**config.mk**
```make
export PLATFORM = sky130hd
export DESIGN_NAME = input_arbiter_rr_flat
export DESIGN_NICKNAME = d
export VERILOG_FILES = /design/src/rtl/nf_arb_pkg.sv /design/src/rtl/input_arbiter_rr_if.sv /design/src/rtl/arb_in_fifo.sv /design/src/rtl/input_arbiter_rr.sv /design/src/flat_wrapper.sv
export SDC_FILE = /design/constraint.sdc
export NUM_CORES = 2
export LEC_CHECK = 0
export CAP_MARGIN = 20
export CORE_AREA = 2 2 465 467
export DETAILED_ROUTE_END_ITERATION = 10
export DIE_AREA = 0 0 467 469
export PLACE_DENSITY = 0.6
export SKIP_CTS_REPAIR_TIMING = 1
export SLEW_MARGIN = 20
export SYNTH_ARGS = -nofsm -noshare
export SYNTH_HDL_FRONTEND = slang
export SYNTH_SLANG_ARGS = --single-unit
```
**constraint.sdc**
```tcl
create_clock -name clk -period 15.13 [get_ports clk]
set_input_delay 3.026 -clock clk [delete_from_list [all_inputs] [get_ports clk]]
set_output_delay 3.026 -clock clk [all_outputs]
set_load 0.01 [all_outputs]
```
**src/rtl/nf_arb_pkg.sv**
```systemverilog
// Shared definitions for the input arbiter: FSM encoding, arbitration
// policy codes and a constant ceiling-log2 helper.
package nf_arb_pkg;

    typedef enum logic {
        ST_IDLE = 1'b0,
        ST_XFER = 1'b1
    } arb_state_e;

    localparam int ARB_RR    = 0;
    localparam int ARB_FIXED = 1;

    // Ceiling log2, usable in parameter expressions.
    function automatic int log2(input int value);
        int result;
        result = 0;
        for (int i = 0; i < 31; i++) begin
            if ((32'sd1 << i) < value) begin
                result = i + 1;
            end else begin
                result = result;
            end
        end
        return result;
    endfunction

endpackage

```
**src/rtl/input_arbiter_rr_if.sv**
```systemverilog
// Bundles the per-port input bus, the output bus and the status counters
// of the input arbiter; slave is the arbiter's view, master the driver's.
interface input_arbiter_rr_if
    import nf_arb_pkg::*;
#(
    parameter int DATA_WIDTH = 64,
    parameter int CTRL_WIDTH = DATA_WIDTH / 8,
    parameter int NUM_PORTS  = 4,
    parameter int PORT_W     = (log2(NUM_PORTS) > 1) ? log2(NUM_PORTS) : 1
);
    logic [NUM_PORTS*DATA_WIDTH-1:0] in_data;
    logic [NUM_PORTS*CTRL_WIDTH-1:0] in_ctrl;
    logic [NUM_PORTS-1:0]            in_wr;
    logic [NUM_PORTS-1:0]            in_rdy;
    logic [NUM_PORTS-1:0]            port_en;
    logic [DATA_WIDTH-1:0]           out_data;
    logic [CTRL_WIDTH-1:0]           out_ctrl;
    logic                            out_wr;
    logic                            out_rdy;
    logic [PORT_W-1:0]               cur_port;
    logic [31:0]                     pkt_count;
    logic [15:0]                     drop_count;

    modport slave (
        input  in_data, in_ctrl, in_wr, port_en, out_rdy,
        output in_rdy, out_data, out_ctrl, out_wr, cur_port, pkt_count, drop_count
    );

    modport master (
        output in_data, in_ctrl, in_wr, port_en, out_rdy,
        input  in_rdy, out_data, out_ctrl, out_wr, cur_port, pkt_count, drop_count
    );
endinterface

```
**src/rtl/arb_in_fifo.sv**
```systemverilog
// Per-port show-ahead FIFO; a push on a full FIFO succeeds only when a pop
// frees an entry in the same cycle.
module arb_in_fifo #(
    parameter int WIDTH      = 72,
    parameter int DEPTH_BITS = 3
) (
    input  logic             clk,
    input  logic             reset,
    input  logic             wr_en_i,
    input  logic [WIDTH-1:0] din_i,
    input  logic             rd_en_i,
    output logic [WIDTH-1:0] dout_o,
    output logic             empty_o,
    output logic             full_o,
    output logic             nearly_full_o
);
    localparam int DEPTH = 1 << DEPTH_BITS;

    logic [WIDTH-1:0]      mem_q [DEPTH];
    logic [DEPTH_BITS-1:0] wr_ptr_q;
    logic [DEPTH_BITS-1:0] rd_ptr_q;
    logic [DEPTH_BITS:0]   count_q;
    logic                  push_s;
    logic                  pop_s;

    assign empty_o       = (count_q == {(DEPTH_BITS+1){1'b0}});
    assign full_o        = (count_q == (DEPTH_BITS+1)'(DEPTH));
    assign nearly_full_o = (count_q >= (DEPTH_BITS+1)'(DEPTH - 1));
    assign pop_s         = rd_en_i && !empty_o;
    assign push_s        = wr_en_i && (!full_o || pop_s);
    assign dout_o        = mem_q[rd_ptr_q];

    // Storage array; contents need no reset since the pointers define validity.
    always_ff @(posedge clk) begin
        if (push_s) begin
            mem_q[wr_ptr_q] <= din_i;
        end else begin
            mem_q[wr_ptr_q] <= mem_q[wr_ptr_q];
        end
    end

    // Pointer and occupancy tracking.
    always_ff @(posedge clk) begin
        if (reset) begin
            wr_ptr_q <= {DEPTH_BITS{1'b0}};
            rd_ptr_q <= {DEPTH_BITS{1'b0}};
            count_q  <= {(DEPTH_BITS+1){1'b0}};
        end else begin
            if (push_s) wr_ptr_q <= wr_ptr_q + DEPTH_BITS'(1);
            if (pop_s)  rd_ptr_q <= rd_ptr_q + DEPTH_BITS'(1);
            case ({push_s, pop_s})
                2'b10:   count_q <= count_q + (DEPTH_BITS+1)'(1);
                2'b01:   count_q <= count_q - (DEPTH_BITS+1)'(1);
                default: count_q <= count_q;
            endcase
        end
    end
endmodule

```
**src/rtl/input_arbiter_rr.sv**
```systemverilog
// Packet-granular input arbiter: buffers each input port in its own FIFO and
// forwards whole packets, one port at a time, onto a single output bus.
module input_arbiter_rr
    import nf_arb_pkg::*;
#(
    parameter int DATA_WIDTH      = 64,
    parameter int CTRL_WIDTH      = DATA_WIDTH / 8,
    parameter int NUM_PORTS       = 4,
    parameter int FIFO_DEPTH_BITS = 3,
    parameter int ARB_MODE        = ARB_RR
) (
    input  logic              clk,
    input  logic              reset,
    input_arbiter_rr_if.slave bus
);
    localparam int PORT_W = (log2(NUM_PORTS) > 1) ? log2(NUM_PORTS) : 1;
    localparam int WORD_W = CTRL_WIDTH + DATA_WIDTH;

    arb_state_e            state_q;
    logic [PORT_W-1:0]     cur_port_q;
    logic                  in_payload_q;
    logic                  out_wr_q;
    logic [DATA_WIDTH-1:0] out_data_q;
    logic [CTRL_WIDTH-1:0] out_ctrl_q;
    logic [31:0]           pkt_count_q;
    logic [15:0]           drop_count_q;
    logic [15:0]           drop_count_d;

    logic [NUM_PORTS-1:0]  empty_s, full_s, nearly_full_s, rd_en_s, drop_s, eligible_s;
    logic [WORD_W-1:0]     fifo_dout_s [NUM_PORTS];
    logic [WORD_W-1:0]     head_s;
    logic [CTRL_WIDTH-1:0] head_ctrl_s;
    logic                  pop_s;
    logic                  grant_valid_s;
    logic [PORT_W-1:0]     grant_idx_s;
    logic [4:0]            drop_num_s;

    for (genvar g = 0; g < NUM_PORTS; g++) begin : g_port
        arb_in_fifo #(
            .WIDTH      (WORD_W),
            .DEPTH_BITS (FIFO_DEPTH_BITS)
        ) u_fifo (
            .clk           (clk),
            .reset         (reset),
            .wr_en_i       (bus.in_wr[g]),
            .din_i         ({bus.in_ctrl[g*CTRL_WIDTH +: CTRL_WIDTH],
                             bus.in_data[g*DATA_WIDTH +: DATA_WIDTH]}),
            .rd_en_i       (rd_en_s[g]),
            .dout_o        (fifo_dout_s[g]),
            .empty_o       (empty_s[g]),
            .full_o        (full_s[g]),
            .nearly_full_o (nearly_full_s[g])
        );
        assign rd_en_s[g] = pop_s && (cur_port_q == PORT_W'(g));
        assign drop_s[g]  = bus.in_wr[g] && full_s[g] && !rd_en_s[g];
    end

    assign eligible_s  = bus.port_en & ~empty_s;
    assign head_s      = fifo_dout_s[cur_port_q];
    assign head_ctrl_s = head_s[WORD_W-1 -: CTRL_WIDTH];
    assign pop_s       = (state_q == ST_XFER) && bus.out_rdy && !empty_s[cur_port_q];

    // Grant selection; loops run far-to-near so the preferred port is written last.
    always_comb begin
        grant_valid_s = 1'b0;
        grant_idx_s   = cur_port_q;
        if (ARB_MODE == ARB_FIXED) begin
            for (int i = NUM_PORTS - 1; i >= 0; i--) begin
                if (eligible_s[i]) begin
                    grant_valid_s = 1'b1;
                    grant_idx_s   = PORT_W'(i);
                end else begin
                    grant_valid_s = grant_valid_s;
                end
            end
        end else begin
            for (int k = NUM_PORTS; k >= 1; k--) begin
                if (eligible_s[PORT_W'((int'(cur_port_q) + k) % NUM_PORTS)]) begin
                    grant_valid_s = 1'b1;
                    grant_idx_s   = PORT_W'((int'(cur_port_q) + k) % NUM_PORTS);
                end else begin
                    grant_valid_s = grant_valid_s;
                end
            end
        end
    end

    // Several ports can drop in one cycle; the counter saturates.
    always_comb begin
        drop_num_s = 5'd0;
        for (int i = 0; i < NUM_PORTS; i++) begin
            drop_num_s = drop_num_s + {4'd0, drop_s[i]};
        end
        if (({1'b0, drop_count_q} + {12'd0, drop_num_s}) > 17'h0FFFF) begin
            drop_count_d = 16'hFFFF;
        end else begin
            drop_count_d = drop_count_q + {11'd0, drop_num_s};
        end
    end

    // Arbiter FSM with registered output bus and counters.
    always_ff @(posedge clk) begin
        if (reset) begin
            state_q      <= ST_IDLE;
            cur_port_q   <= PORT_W'(NUM_PORTS - 1);
            in_payload_q <= 1'b0;
            out_wr_q     <= 1'b0;
            out_data_q   <= {DATA_WIDTH{1'b0}};
            out_ctrl_q   <= {CTRL_WIDTH{1'b0}};
            pkt_count_q  <= 32'd0;
            drop_count_q <= 16'd0;
        end else begin
            drop_count_q <= drop_count_d;
            out_wr_q     <= pop_s;
            if (pop_s) begin
                out_data_q <= head_s[DATA_WIDTH-1:0];
                out_ctrl_q <= head_ctrl_s;
            end
            case (state_q)
                ST_IDLE: begin
                    if (grant_valid_s) begin
                        cur_port_q <= grant_idx_s;
                        state_q    <= ST_XFER;
                    end
                end
                ST_XFER: begin
                    if (pop_s) begin
                        if (head_ctrl_s == {CTRL_WIDTH{1'b0}}) begin
                            in_payload_q <= 1'b1;
                        end else if (in_payload_q) begin
                            in_payload_q <= 1'b0;
                            pkt_count_q  <= pkt_count_q + 32'd1;
                            state_q      <= ST_IDLE;
                        end
                    end
                end
                default: state_q <= ST_IDLE;
            endcase
        end
    end

    assign bus.in_rdy     = ~nearly_full_s;
    assign bus.out_wr     = out_wr_q;
    assign bus.out_data   = out_data_q;
    assign bus.out_ctrl   = out_ctrl_q;
    assign bus.cur_port   = cur_port_q;
    assign bus.pkt_count  = pkt_count_q;
    assign bus.drop_count = drop_count_q;
endmodule

```
**src/flat_wrapper.sv**
```systemverilog
// flat-port wrapper written by rule: the top's interface ports become plain ports
module input_arbiter_rr_flat import nf_arb_pkg::*;
#(
    parameter int DATA_WIDTH      = 64,
    parameter int CTRL_WIDTH      = DATA_WIDTH / 8,
    parameter int NUM_PORTS       = 4,
    parameter int FIFO_DEPTH_BITS = 3,
    parameter int ARB_MODE        = ARB_RR
)
  (clk, reset, bus_in_data, bus_in_ctrl, bus_in_wr, bus_port_en, bus_out_rdy, bus_in_rdy, bus_out_data, bus_out_ctrl, bus_out_wr, bus_cur_port, bus_pkt_count, bus_drop_count);
  input_arbiter_rr_if #(.DATA_WIDTH(DATA_WIDTH), .CTRL_WIDTH(CTRL_WIDTH), .NUM_PORTS(NUM_PORTS)) bus_i ();
  input  logic clk;
  input  logic reset;
  input wire logic [$bits(bus_i.in_data)-1:0] bus_in_data;
  input wire logic [$bits(bus_i.in_ctrl)-1:0] bus_in_ctrl;
  input wire logic [$bits(bus_i.in_wr)-1:0] bus_in_wr;
  input wire logic [$bits(bus_i.port_en)-1:0] bus_port_en;
  input wire logic [$bits(bus_i.out_rdy)-1:0] bus_out_rdy;
  output wire logic [$bits(bus_i.in_rdy)-1:0] bus_in_rdy;
  output wire logic [$bits(bus_i.out_data)-1:0] bus_out_data;
  output wire logic [$bits(bus_i.out_ctrl)-1:0] bus_out_ctrl;
  output wire logic [$bits(bus_i.out_wr)-1:0] bus_out_wr;
  output wire logic [$bits(bus_i.cur_port)-1:0] bus_cur_port;
  output wire logic [$bits(bus_i.pkt_count)-1:0] bus_pkt_count;
  output wire logic [$bits(bus_i.drop_count)-1:0] bus_drop_count;
  assign bus_i.in_data = bus_in_data;
  assign bus_i.in_ctrl = bus_in_ctrl;
  assign bus_i.in_wr = bus_in_wr;
  assign bus_i.port_en = bus_port_en;
  assign bus_i.out_rdy = bus_out_rdy;
  assign bus_in_rdy = bus_i.in_rdy;
  assign bus_out_data = bus_i.out_data;
  assign bus_out_ctrl = bus_i.out_ctrl;
  assign bus_out_wr = bus_i.out_wr;
  assign bus_cur_port = bus_i.cur_port;
  assign bus_pkt_count = bus_i.pkt_count;
  assign bus_drop_count = bus_i.drop_count;
  input_arbiter_rr #(.DATA_WIDTH(DATA_WIDTH), .CTRL_WIDTH(CTRL_WIDTH), .NUM_PORTS(NUM_PORTS), .FIFO_DEPTH_BITS(FIFO_DEPTH_BITS), .ARB_MODE(ARB_MODE)) u_core (.clk(clk), .reset(reset), .bus(bus_i));
endmodule
```
**After elaboration in Yosys (flattened, before gate mapping)**

Memories as Yosys holds them, arrays and structs flattened. A register that Yosys moved wholly into a read port is not among the register bits.
Index checks and enable logic that the tools add are counted.

- Flip-flop bits (word level): 165
- RAM bits: 2304
- Bits of input ports: 299
- Output and inout port bits: 127
- Word-level logic and storage cells: 207
- Memories: 4

- Add/subtract/negate cells: 26
- Order comparisons: 11
- Equality and inequality tests: 19
- Multiplexer cells: 60
- Bitwise operators: 10
- Reduce and logical (&&, ||, !) cells: 57

Memories:

| name | words | bits a word | read ports | clocked after memory_dff | wr ports | RTL line | RTL |
|---|---|---|---|---|---|---|---|
| u_core.g_port[0].u_fifo.mem_q | 8 | 72 | 1 | 1 | 1 | arb_in_fifo.sv:19 | `logic [WIDTH-1:0] mem_q [DEPTH];` |
| u_core.g_port[1].u_fifo.mem_q | 8 | 72 | 1 | 1 | 1 | arb_in_fifo.sv:19 |  |
| u_core.g_port[2].u_fifo.mem_q | 8 | 72 | 1 | 1 | 1 | arb_in_fifo.sv:19 |  |
| u_core.g_port[3].u_fifo.mem_q | 8 | 72 | 1 | 1 | 1 | arb_in_fifo.sv:19 |  |

Operators by type and width:

| cell | number |
|---|---|
| 2-to-1 mux 72 bit | 6 |
| binary-select mux 72 bit (select 2 bit) | 1 |
| adder 32 x 1 -> 32 bit, second input constant | 1 |
| case mux 4 bit (2 select lines) | 4 |
| 2-to-1 mux 1 bit | 30 |
| adder 3 x 1 -> 3 bit, second input constant | 8 |
| 2-to-1 mux 3 bit | 8 |
| logical AND 1 bit | 22 |
| adder 16 x 5 -> 17 bit | 1 |
| > comparator 17 x 16 -> 1 bit, second input constant | 1 |
| adder 16 x 5 -> 16 bit | 1 |
| adder 4 x 1 -> 4 bit, second input constant | 4 |
| equality test 4 bit, second input constant | 4 |
| >= comparator 4 x 3 -> 1 bit, second input constant | 4 |
| zero test 4 bit | 4 |
| less-than comparator 2 x 4 -> 1 bit, second input constant | 4 |
| 2-to-1 mux 16 bit | 1 |
| subtractor 4 x 1 -> 4 bit, second input constant | 4 |
| zero test 1 bit | 13 |
| equality test 2 bit, second input constant | 6 |
| adder 5 x 1 -> 5 bit | 2 |
| binary-select mux 1 bit (select 2 bit) | 5 |
| equality test 2 x 1 -> 1 bit, second input constant | 5 |
| AND reduction 2 bit | 5 |
| other kinds (20) | 39 |

**Depth between registers and ports, before layout**

- Depth in word-level cells: 14
- Depth in mapped cells: 19
- Gate-level depth less buffers: 16

**Modules after synthesis**

From an unflattened synthesis, not the netlist that was laid out.

- Cell total of the unflattened synthesis: 4414
- Area, all modules: 97613.6 um^2

By module, submodules not included:

| module | times used | cells an instance | area an instance (um^2) |
|---|---|---|---|
| arb_in_fifo (u_core.g_port[1].u_fifo ...) | 3 | 917 | 22630.5 |
| arb_in_fifo (u_core.g_port[0].u_fifo) | 1 | 917 | 22633.0 |
| input_arbiter_rr | 1 | 746 | 7089.3 |

**Worst setup path after synthesis**

No wires, ideal clock.

- Path type: input to register
- Start: input bus_out_rdy
- End: memory u_core.g_port[2].u_fifo.mem_q[2][0] (enable)
- Setup time: 0.705 ns
- Arrival: 11.451 ns
- Required time: 14.425 ns
- Slack: 2.974 ns
- Stages on the path: 4
- Buffers on the path: 0
- Path through: o211ai_2 o311ai_0 nand2_1 nor4b_1

- Longest elaborated chain between the ends: 9
- Elaborated cells on any way between the ends: 11

Ends and longest elaborated chain:

| item | RTL line | RTL |
|---|---|---|
| start, declared | flat_wrapper.sv:18 | `input wire logic [$bits(bus_i.out_rdy)-1:0] bus_out_rdy;` |
| logical AND 1 bit * (2 in a row) | input_arbiter_rr.sv:61 | `assign pop_s = (state_q == ST_XFER) && bus.out_rdy && !empty_s[cur_port_q];` |
| logical AND 1 bit * | input_arbiter_rr.sv:54 | `assign rd_en_s[g] = pop_s && (cur_port_q == PORT_W'(g));` |
| logical AND 1 bit * | arb_in_fifo.sv:29 | `assign pop_s = rd_en_i && !empty_o;` |
| logical OR 1 bit * | arb_in_fifo.sv:30 | `assign push_s = wr_en_i && (!full_o \|\| pop_s);` |
| logical AND 1 bit * | arb_in_fifo.sv:30 |  |
| 2-to-1 mux 1 bit (on tied branches) | arb_in_fifo.sv:35, arb_in_fifo.sv:38 |  |
| 2-to-1 mux 1 bit (not written as such) or AND reduction 2 bit (tied branches) | -- |  |
| bitwise OR 1 bit (no source line) * | -- |  |
| end, declared | arb_in_fifo.sv:19 |  |

Mark *: on every way between the ends. The rest lies on a longest branch, timed or not.

**Worst setup path after layout**

- Start: input bus_out_rdy
- End: register u_core.drop_count_q[0], in the netlist u_core.bus.drop_count[0]

- Longest elaborated chain between the ends: 11
- Elaborated cells on any way between the ends: 21

Ends and longest elaborated chain:

| item | RTL line | RTL |
|---|---|---|
| logical AND 1 bit * (2 in a row) | input_arbiter_rr.sv:61 |  |
| logical AND 1 bit | input_arbiter_rr.sv:54 |  |
| zero test 1 bit | input_arbiter_rr.sv:55 | `assign drop_s[g] = bus.in_wr[g] && full_s[g] && !rd_en_s[g];` |
| logical AND 1 bit | input_arbiter_rr.sv:55 |  |
| adder 1 x 1 -> 2 bit | input_arbiter_rr.sv:92 | `drop_num_s = drop_num_s + {4'd0, drop_s[i]};` |
| adder 5 x 1 -> 5 bit | input_arbiter_rr.sv:92 |  |
| adder 5 x 1 -> 5 bit * | input_arbiter_rr.sv:92 |  |
| adder 16 x 5 -> 17 bit | input_arbiter_rr.sv:94 | `if (({1'b0, drop_count_q} + {12'd0, drop_num_s}) > 17'h0FFFF) begin` |
| > comparator 17 x 16 -> 1 bit | input_arbiter_rr.sv:94 |  |
| 2-to-1 mux 16 bit * | input_arbiter_rr.sv:94 |  |
| end signal, assigned | input_arbiter_rr.sv:113 | `drop_count_q <= drop_count_d;` |
| end, declared | input_arbiter_rr.sv:26 | `logic [15:0] drop_count_q;` |

Marked as above.
A chain may end at the register's enable or synchronous reset.

==> impl_metrics.tcl <==
set metrics [dict create \
    cts.clk_slew.worst_paths_ns 0.06 \
    area_delta_synth_final_pct 16.8 \
    dp.final_hpwl_um 151000 \
    clk_path_buf_depth 4 \
    grt_pass1_wl_um 338000 \
    synthesis.instances 4406 \
    drt.antenna.violating_nets 0 \
    tritoncts "done" \
    synthesis.yosys.warnings 0 \
    numClockSinks 2481 \
    async_reset_ff_frac 0 \
    route.vias.total 45331 \
    timing.critical_path.depth 15 \
    post_layout_nonfiller_instances 7998 \
    seq_area_mm2 0.0728 \
    ys.flop_type "edfxtp_1" \
    synth-compound-area-share 0.0138 \
    power_frac_seq 0.509 \
    path_category_of_the_worst_min_delay_check "reg -> reg" \
    core_mm2 0.214 \
    fp-row-count 170 \
    insertion_delay_ns 0.92 \
    pre_cts_ws_ns 6.98 \
    post_synth.cell_area_avg_um2 21.7 \
    switching_power_mw 3.37 \
    average_via_count_per_standard_cell 5.67 \
    synthSimpleGateAreaFrac 0.0207 \
    detailedRoute.firstPassIterationCount 7 \
    synth_sequential_area_ratio 0.760 \
    cp_data_arrival_time_ns 8.04 \
    max_cap_violations 0 \
    worstReg2RegEnd "u_core.bus.drop_count[0]$_SDFF_PP0_" \
    tightestPinTransition_ns 1.10 \
    post_synth_fa_ha_maj_area_fraction 0.00518 \
    cell_count_after_placement 7526 \
    post_dp_cell_area_mm2 0.103 \
    grt.total_usage 0.217 \
    maxClockFrequency_mhz 138 \
    timing.critical_path.max_delay_family "simple AND/OR/NAND/NOR gates" \
    outcome "complete, no violations" \
    rr_worst_depth 16 \
    floorplan.initialDensity 0.448 \
    num-fill-cells 16646 \
    power.share.clock 0.412 \
    ys_ff_latch 2481 \
    rsz0062_at_grt "no" \
    worstHoldEndpoint "u_core.bus.out_ctrl[3]$_SDFFE_PP0P_" \
    finalMaxSlewViolations 0 \
    finalPower_mw 15.3 \
    final.setup.worst_slack_ns 7.87 \
    setup_tns_ns 0 \
    fin_worst_skew_ns 0.0672 \
    x_dimension_of_the_die_um 467 \
    path_max_fanout 13 \
    die-height_um 469 \
    power_density_mw_per_mm2 137 \
    synth_cell_type_count 53 \
    critical_path.reg2reg.startpoint "u_core.g_port[2].u_fifo.count_q[0]$_SDFFE_PP0P_" \
    synthXorXnorAreaFrac 0.00366 \
    overflow 0 \
    worst_hold_startpoint "u_core.bus.out_ctrl[3]$_SDFFE_PP0P_" \
    layout-drive-gt1-share 0.224 \
    min_period_over_period 0.480 \
    timing.critical_path.cells "clkdlybuf4s50_1 > o211ai_2 > o311ai_0 > nor2_1 > ha_1 > fa_1 > ha_1 > inv_1 > fa_1 > nor2b_1 > nor2_1 > nor3_1 > and3_1 > nand4_1 > a21oi_1" \
    globalplace.congestion 0.803 \
    power_report.internal_total_mw 12.0 \
    setup-violations-final 0 \
    synth_fp_nets 4741 \
    worst_hold_path_depth 2 \
    sw_frac_of_total 0.219 \
    p_leak_nw 34.0 \
    cpPeakStageDelay_ns 0.82 \
    drt-total-wl_um 236000 \
    yosys-mux-area-fraction 0.184 \
    endpoint_kind "flip-flop" \
    pwr-share-comb 0.079 \
    post_route_drc_violation_count 0 \
    synth_top_family_by_area "multiplexers" \
    setup.reg_to_reg.worst_slack_ns 9.26 \
    hold_violations 0 \
    mostFrequentLayoutCells "edfxtp_1 (2,304), mux4_2 (624), clkdlybuf4s50_1 (424), mux2i_1 (305), clkbuf_16 (282)" \
    synthesis.area_mm2 0.0957 \
    grt_max_degree 149 \
    cts.root.buffer_cell "clkbuf_16" \
    cts-buffers-inserted 276 \
    cp.required_ns 15.92 \
    avgRoutedWirePerCell_um 29.6 \
    ioPinCount 426 \
    critical-path-slowest-cell "o311ai_0" \
    timing.max_slew.rel_slack 0.264 \
    antenna_found_initial 94 \
    critical_path.startpoint_type "primary input" \
    synth_edf_count 2304 \
    timing.setup.critical_path_class "in -> reg" \
    final.min_clock_period_ns 7.26 \
    layout.cells.most_common "edfxtp_1" \
    power.ir.vdd_worst_v 0.000120 \
    first_global_vias 45751 \
    buffer_ports.inserted 425 \
    die_footprint_mm2 0.219 \
    drt_iter0_drc 3730 \
    multi_input_comb_area_mm2 0.0219 \
    ctsHtreeMaxLevel 5 \
    count_of_buffer_and_inverter_cells_on_the_critical_path 2 \
    num-nets-final 5301 \
    stdcell_area_mm2 0.112 \
]
[cells in the mapped netlist (all sizes together), types with 11 or more instances]
cell type	n	area (um^2)
nor3	21	105
nand3	34	170
ha	30	375
xor2	26	228
o21ai	11	55.1
a211oi	81	608
nand2	38	143
buf	143	763
mux2i	305	3050
nand4	35	219
edfxtp	2304	69200
clkbuf	96	364
a21oi	54	270
mux2	41	462
inv	36	135
nor2	183	687
mux4	624	14100
dfxtp	177	3540
nor2b	38	238
and3	13	81.3
xnor2	14	123
[how the worst max path moves through the flow]
stage | from | end | slack, ns
finish | bus_out_rdy | u_core.bus.drop_count[0]$_SDFF_PP0_ | 7.87
global route | bus_out_rdy | u_core.bus.drop_count[9]$_SDFF_PP0_ | 7.46
CTS | bus_out_rdy | u_core.bus.drop_count[0]$_SDFF_PP0_ | 7.89
floorplan | bus_out_rdy | u_core.g_port[2].u_fifo.mem_q[2][0]$_DFFE_PP_ | 2.97
detailed placement | bus_out_rdy | u_core.bus.drop_count[0]$_SDFF_PP0_ | 6.98
global placement | bus_out_rdy | u_core.bus.drop_count[10]$_SDFF_PP0_ | 6.97
[power groups by stage]
stage	logic (mW)	clock network, mW	registers [mW]
after floorplan	0.656	0	7.95
after global placement	1.22	0	7.95
after detailed placement	1.24	0	7.96
after CTS	1.24	6.45	7.81
after global routing	1.30	6.71	7.82
final	1.21	6.32	7.81
[metal layers]
metal / up-vias / routed length, um / global-route usage
li1: 19519 / - / -
met1: 23952 / 93700 / 0.277
met2: 1303 / 120000 / 0.368
met5: - / 536 / 0
met4: 86 / 7290 / 0.0615
met3: 471 / 15300 / 0.0539
[cell families after synthesis]
family / Yosys count
flops: 2481
mux: 970
buf+inv: 276
compound gates: 196
fa+ha+maj: 36
simple gates: 407
xor+xnor: 40
[flip-flops by register name (all words and copies together) (netlist names), named ones only]
name,flops
u_core.g_port.u_fifo.wr_ptr_q,12
u_core.bus.cur_port,2
u_core.in_payload_q,1
u_core.g_port.u_fifo.mem_q,2304
u_core.bus.pkt_count,32
u_core.bus.out_ctrl,8
u_core.g_port.u_fifo.rd_ptr_q,12
u_core.bus.out_data,64
u_core.bus.out_wr,1
u_core.state_q,1
u_core.bus.drop_count,16
u_core.g_port.u_fifo.count_q,16
[cell type report]
type	count	share of cell area
diodes	16	0.000358
clock buffers	354	0.0663
clock inverters	102	0.00866
inverters	37	0.00130
multi-input cells	1649	0.196
flip-flops and latches	2481	0.651
well taps	2838	0.0318
repair buffers	521	0.0447
[through the flow]
step,utilization,hold WS [ns]
floorplan,-,0.475
global placement,0.484,0.472
detailed placement,0.484,0.481
CTS,0.523,0.494
global route,0.523,0.520
finish,0.523,0.490
[tightest hold or removal path: cells and delay by family (launching register included)]
| kind | cells | cell delay (ns) |
|---|---|---|
| AO/OA/AOI/OAI | 1 | 0.06 |
| flip-flops | 1 | 0.32 |
| AND/OR/NAND/NOR | 1 | 0.07 |
No activity file was read; power rests on OpenSTA's default activity.
